$ cat src/rtl/proc_feeder.sv
// proc_feeder
// Program sequencer for the 9-bit bus processor. Holds a loadable program
// memory and feeds the processor one instruction at a time on DIN/Run,
// pacing itself on the processor's Done and supplying the immediate word
// that follows an mvi. A watchdog flags instructions that never finish.
//
// Ports
//   Clock, Resetn     rising-edge clock, synchronous active-low reset
//   Start, Stop       begin program at address 0 / end at next boundary
//   ProgLen           program length in words (sampled on accepted Start)
//   WrEn/WrAddr/WrData program memory write port (IDLE only)
//   Done              processor Done, combinational, last cycle of an instr
//   DIN, Run          processor bus word and Run strobe
//   Busy, Finished    not-IDLE flag / one-cycle end-of-program pulse
//   Error             sticky watchdog timeout
//   PC                program counter (one bit wider than the memory index)
module proc_feeder #(
   parameter int         AW     = 5,
   parameter int         DEPTH  = 32,
   parameter logic [2:0] MVI_OP = 3'b001,
   parameter int         WDOG   = 8
) (
   input  logic          Clock,
   input  logic          Resetn,
   input  logic          Start,
   input  logic          Stop,
   input  logic [AW:0]   ProgLen,
   input  logic          WrEn,
   input  logic [AW-1:0] WrAddr,
   input  logic [8:0]    WrData,
   input  logic          Done,
   output logic [8:0]    DIN,
   output logic          Run,
   output logic          Busy,
   output logic          Finished,
   output logic          Error,
   output logic [AW:0]   PC
);

   localparam int          WDW    = $clog2(WDOG + 1);
   localparam logic [AW:0] PC_ONE = 1;

   typedef enum logic [1:0] {IDLE, FETCH, ISSUE, WAIT} state_t;

   state_t         state;
   logic [8:0]     mem [DEPTH];
   logic [AW:0]    len_reg;
   logic [8:0]     instr_reg;
   logic [8:0]     imm_reg;
   logic [WDW-1:0] wd_cnt;
   logic           stop_lat;
   logic [8:0]     rd_word;
   logic           is_mvi;

   // PC is one bit wider than the index, so reads wrap modulo DEPTH; this is
   // what lets a trailing mvi take its immediate from address 0.
   assign rd_word = mem[PC[AW-1:0]];
   assign is_mvi  = (instr_reg[8:6] == MVI_OP);

   // Memory is deliberately not reset; only IDLE accepts writes.
   always_ff @(posedge Clock) begin
      if (Resetn && WrEn && state == IDLE)
         mem[WrAddr] <= WrData;
   end

   // DIN is a pure decode of registered state: the instruction during ISSUE
   // (processor T0) and the immediate during WAIT (processor T1 onward).
   always_comb begin
      DIN = '0;
      case (state)
         ISSUE:   DIN = instr_reg;
         WAIT:    if (is_mvi) DIN = imm_reg;
         default: DIN = '0;
      endcase
   end

   always_ff @(posedge Clock) begin
      if (!Resetn) begin
         state     <= IDLE;
         PC        <= '0;
         len_reg   <= '0;
         instr_reg <= '0;
         imm_reg   <= '0;
         wd_cnt    <= '0;
         stop_lat  <= 1'b0;
         Run       <= 1'b0;
         Busy      <= 1'b0;
         Finished  <= 1'b0;
         Error     <= 1'b0;
      end else begin
         Finished <= 1'b0;
         // Stop only takes effect at the next Done; it never aborts an
         // instruction the processor has already captured.
         if (Stop && state != IDLE) stop_lat <= 1'b1;

         case (state)
            IDLE: begin
               Run <= 1'b0;
               if (Start) begin
                  if (ProgLen != '0) begin
                     len_reg <= ProgLen;
                     PC      <= '0;
                     Error   <= 1'b0;
                     Busy    <= 1'b1;
                     state   <= FETCH;
                  end else begin
                     Finished <= 1'b1;
                  end
               end
            end

            FETCH: begin
               instr_reg <= rd_word;
               PC        <= PC + PC_ONE;
               Run       <= 1'b1;
               state     <= ISSUE;
            end

            ISSUE: begin
               Run    <= 1'b0;
               wd_cnt <= '0;
               state  <= WAIT;
               if (is_mvi) begin
                  imm_reg <= rd_word;
                  PC      <= PC + PC_ONE;
               end
            end

            WAIT: begin
               if (Done) begin
                  if (stop_lat || Stop || PC >= len_reg) begin
                     state    <= IDLE;
                     Busy     <= 1'b0;
                     Finished <= 1'b1;
                     stop_lat <= 1'b0;
                  end else begin
                     state <= FETCH;
                  end
               end else if (wd_cnt == WDW'(WDOG - 1)) begin
                  // WDOG full WAIT cycles without Done: give up silently.
                  Error    <= 1'b1;
                  state    <= IDLE;
                  Busy     <= 1'b0;
                  stop_lat <= 1'b0;
               end else begin
                  wd_cnt <= wd_cnt + 1'b1;
               end
            end

            default: state <= IDLE;
         endcase
      end
   end

endmodule

$ cat config.mk
export PLATFORM = sky130hd
export DESIGN_NAME = proc_feeder
export DESIGN_NICKNAME = d
export VERILOG_FILES = /design/src/rtl/proc_feeder.sv
export SDC_FILE = /design/constraint.sdc
export NUM_CORES = 1
export LEC_CHECK = 0
export BUFFER_PORTS_ARGS = -buffer_cell sky130_fd_sc_hd__buf_2
export CAP_MARGIN = 0
export CORE_ASPECT_RATIO = 1.1
export CORE_MARGIN = 3
export CORE_UTILIZATION = 40
export DETAILED_ROUTE_END_ITERATION = 6
export PLACE_DENSITY_LB_ADDON = 0.08
export SYNTH_ARGS = -nofsm -noshare
export SYNTH_HDL_FRONTEND = slang
export SYNTH_SLANG_ARGS = --single-unit
$ cat constraint.sdc
create_clock -name Clock -period 3.6 [get_ports Clock]
set_input_delay 0.18 -clock Clock [delete_from_list [all_inputs] [get_ports Clock]]
set_output_delay 0.18 -clock Clock [all_outputs]
set_load 0.005 [all_outputs]
Word-level counts from Yosys, hierarchy flattened:

Memory sizes are Yosys's and may differ from the RTL's. A register that Yosys moved wholly into a read port is not among the register bits.
Cells that the tools add are included.

* output and inout bits: 19
* RAM bits: 288
* memories kept: 1
* register bits after elaboration: 41
* bits of input ports: 26

Memory list
* mem: depth 32, bits a word 9, read ports 1, clocked after memory_dff 1, write ports 1, line 46 `logic [8:0] mem [DEPTH];`

* reduce and logical (&&, ||, !) cells: 20
* add/sub/neg operators: 2
* muxes and demuxes: 41
* equal/unequal tests: 13
* magnitude comparators: 1

Operators with widths (number)
* 1-bit 2-to-1 mux: 21
* 6-bit 2-to-1 mux: 3
* 6-bit one-hot mux with 3 select lines: 1
* 9-bit one-hot mux with 2 select lines: 1
* 5-bit 2-to-1 mux: 2
* 2-bit != test (second input constant): 5
* 5-bit AND reduction: 2
* 9-bit 2-to-1 mux: 1
* 3-bit AND reduction: 3
* 2-bit 2-to-1 mux: 4
* 4-bit 2-to-1 mux: 2
* 1-bit one-hot mux with 2 select lines: 4
* 2-bit one-hot mux with 4 select lines: 1
* 4-bit one-hot mux with 2 select lines: 1
* 2-bit nonzero test: 4
* 6-bit by 1-bit adder with 6-bit output (second input constant): 1
* 6-bit >= comparator: 1
* 3-bit != test (second input constant): 2
* 6-bit nonzero test: 1
* 4-bit by 1-bit adder with 4-bit output (second input constant): 1
* 2-bit == test (second input constant): 2
* 4-bit by 3-bit == test with 1-bit output (second input constant): 1
* 4-bit AND reduction: 1
* 3-bit by 1-bit == test with 1-bit output (second input constant): 1
* other kinds (8): 11

Longest topological paths before layout:

* word-level depth: 6
* gate-level depth with buffers: 8

Worst setup path before layout:

Ideal clock, no wire load.

* path kind: register -> register
* from: reg state[0]
* to: mem mem[0][0] (enable)
* library setup time: 0.374 ns
* setup slack: 1.360 ns
* arrival time: 1.866 ns
* cell stages (with the launch flop): 8
* clock period less this slack: 2.240 ns
* cells stage by stage: dfxtp_1 -> inv_1 -> ha_1 -> clkbuf_1 -> nand3_1 -> or3_1 -> clkbuf_1 -> nor2_1

* longest elaborated chain between the ends: 4

Ends and longest elaborated chain
* start, declared: line 45 `state_t state;`
* start signal, assigned: line 79 `state <= IDLE;`
* start signal, assigned: line 105 `state <= FETCH;`
* start signal, assigned: line 116 `state <= ISSUE;`
* 2-bit logical NOT: line 62 `if (Resetn && WrEn && state == IDLE)`
* 1-bit logical AND: line 62
* 1-bit 2-to-1 mux: line 62
* 1-bit 2-to-1 mux (not written as such): line 63 `mem[WrAddr] <= WrData;`
* end, declared: line 46

Every way passes these cells.

Final worst setup path:

* from: reg state[0]
* to: mem mem[20][0] (enable)

The elaborated chain is that of the path after synthesis.

==> flow_summary.ini <==
[grt]
grt_first_pass_wirelength_um = 48800
grt_pass1_vias = 7830
grt_max_degree = 43
groute.usage.overall_pct = 18.1
grt-ovfl-total = 0
antenna_found_initial = 0

[floorplanning]
row_count = 69
core_area_sq_um = 32800
fp.dieW_um = 181
pin_count = 45
fp.dieH_um = 199
die_area_sq_um = 36000
initial_core_util_pct = 41.1

[synth]
synth_edf_count = 288
synth.net_count = 905
ys_seq_elements = 334
synthArstFlopShare_pct = 0
ys_types = 48
synth_area_sq_um = 13500
synthFlopType = edfxtp_1
yosys.area.top_type_share_pct = 64.1
ys_seq_area_share_pct = 70.9
synth_cells = 866
synthTopCellsByArea = edfxtp_1 64%, mux2i_1 11%, dfxtp_1 6.8%, a22oi_1 3.7%, a21oi_1 2.3%
yosysTopAreaCell = edfxtp_1
avgSynthCellArea_sq_um = 15.6
ys_warn_count = 0

[critical_path]
start_kind = register
max_stage_delay_ps = 790
r2r_setup_slack_ps = 710
worst_ep_required_time_ps = 3740
reg2regPathDepth = 5
r2r_end = mem[20][0]$_DFFE_PP_
rr_startpoint = state[0]$_SDFFE_PN0P_
crit_path_max_fanout = 10
crit_slowest_cell = nor2_1
path_cells = inv_1 > ha_1 > nand3_1 > or3_1 > nor2_1
cp.arrival_ps = 3030
worstSetupPathType = reg2reg
end_kind = register

[cells_and_area]
final_util_pct = 47.0
area_growth_syn_to_layout_pct = 14.3
fin_nets = 967
drive_above_1_share_pct = 15.0
finalInstanceArea_sq_um = 15400
final_cell_mix = 288 x edfxtp_1, 152 x mux2i_1, 66 x a22oi_1
diodes = 0
largest_reg_flops = 288
final_common_cell = edfxtp_1

[place]
placed_cell_area_sq_um = 14100
gp_congestion = 0.838
portBuffers = 44
pre_cts_ws_ps = 733
dp_hpwl_um = 21300

[drt]
routed-via-count = 7696
drc_errors = 0
drt_first_pass_iters = 5
via_per_inst = 5.57
drt_wl_total_um = 32900
first_iter_violations = 565
post_drt_wl_per_cell_um = 23.8
ant_nets = 0

[clock_tree]
clockRootBuffer = clkbuf_16
clkTransAtPathRegs_ps = 60
cts.sinks = 334
h-tree-depth = 2
cts_tree = built
clockBufferDepth = 3
cts_buffers = 37
cts_setup_buffers = 0
insertion_delay_ps = 530
ctsHoldBuffers = 6
post_cts_resized = 0

[sta]
finalMaxSlewViolations = 0
fin_crit_ps = 2890
fin_setup_tns_ps = 0
finClkSkew_ps = 21.4
hold_viol = 0
max_freq_mhz = 346
rsz0062_at_grt = false
setup_viol = 0
slew_headroom_pct = 41.6
fin_crit_sh_pct = 80.3
worst_slack_ps = 709
hold_slack_ps = 84.7
worst_pin_slew_ps = 873

[pwr]
vdd_ir_drop_max_mv = 0.284
p_leak_uw = 0.00488
power_density_nw_per_um2 = 621

[hold_path]
min_to = Finished$_SDFF_PN0_
hold_path_depth = 3
hold_class = in2reg
min_from = Done

[flow_run]
maxCapViolations = 0

[outcome]
status = finished, final reports clean
## report_power, final
part,switching (uW),internal [uW]
logic,846,508
registers,98.4,4320
clock network,1460,2350
## synthesized netlist by cell type, types with 2 or more instances
cell type and count:
dfxtp_1 46, a21oi_2 4, o21ai_0 22, and2_1 7, buf_1 5, buf_2 5
or3_1 2, a21o_1 2, nand2b_1 4, buf_6 5, o22ai_1 4, mux2i_1 152
o221a_2 2, nor3b_1 4, a2111oi_0 2, a22oi_1 66, or4_1 6, buf_4 6
clkbuf_1 19, nand3b_1 6, a22o_1 9, ha_1 13, nand3_1 9, a21oi_1 61
nand2_1 17, nor2b_1 13, a21boi_0 2, a22oi_2 6, or4_4 3, nand4_1 2
edfxtp_1 288, or2_2 3, nor2_1 42, inv_1 12, buf_8 4
## how the worst max path moves through the flow
stage	cells after the start	end	from	slack (ps)
global route	5	mem[20][0]$_DFFE_PP_	state[0]$_SDFFE_PN0P_	540
detailed placement	5	mem[20][5]$_DFFE_PP_	state[0]$_SDFFE_PN0P_	730
floorplan	7	mem[0][0]$_DFFE_PP_	state[0]$_SDFFE_PN0P_	1360
global placement	5	mem[20][6]$_DFFE_PP_	state[0]$_SDFFE_PN0P_	890
finish	5	mem[20][0]$_DFFE_PP_	state[0]$_SDFFE_PN0P_	710
CTS	5	mem[20][1]$_DFFE_PP_	state[0]$_SDFFE_PN0P_	720
## critical path: cells and delay by family (launching register included)
kind	cells	cell delay, ps
adders and majority gates	1	360
buffers and inverters	1	120
and+or+nand+nor	3	1680
DFF	1	350
## metrics by stage
| step | total power [uW] | instances |
|---|---|---|
| 2_1_floorplan | 5420 | 866 |
| 3_3_place_gp | 5820 | 1309 |
| 3_5_place_dp | 5860 | 1309 |
| 4_1_cts | 9680 | 1381 |
| 5_1_grt | 9990 | 1381 |
| 6_report | 9590 | 1381 |
## final cells by class
type	instances	area, sq um
flip-flops and latches	334	9570
well taps	426	533
multi-input cells	474	3590
clock inverters	18	200
clock buffers	48	1050
repair buffers	69	435
fillers	2845	17400
inverters	12	45.0
## metal layers
layer	GRT usage [%]	wire, um	share of wire, %	vias to the layer above
li1	-	-	-	3516
met1	24.0	14200	43	3842
met2	30.9	16100	49	281
met3	3.00	1850	5.6	57
met4	5.50	817	2.5	0
met5	0	0	0	-
## logic make-up after synthesis
kind of cell             Yosys count  synth area share (%)
multiplexers                     152                  11.3
buffers and inverters             58                  2.57
flip-flops                       334                  70.9
AO/OA/AOI/OAI                    186                  9.24
adder cells (fa/ha/maj)           13                  1.21
AND/OR/NAND/NOR                  122                  4.75
XOR/XNOR                           1                0.0649
Note: power is estimated with default switching activity, not from simulation.
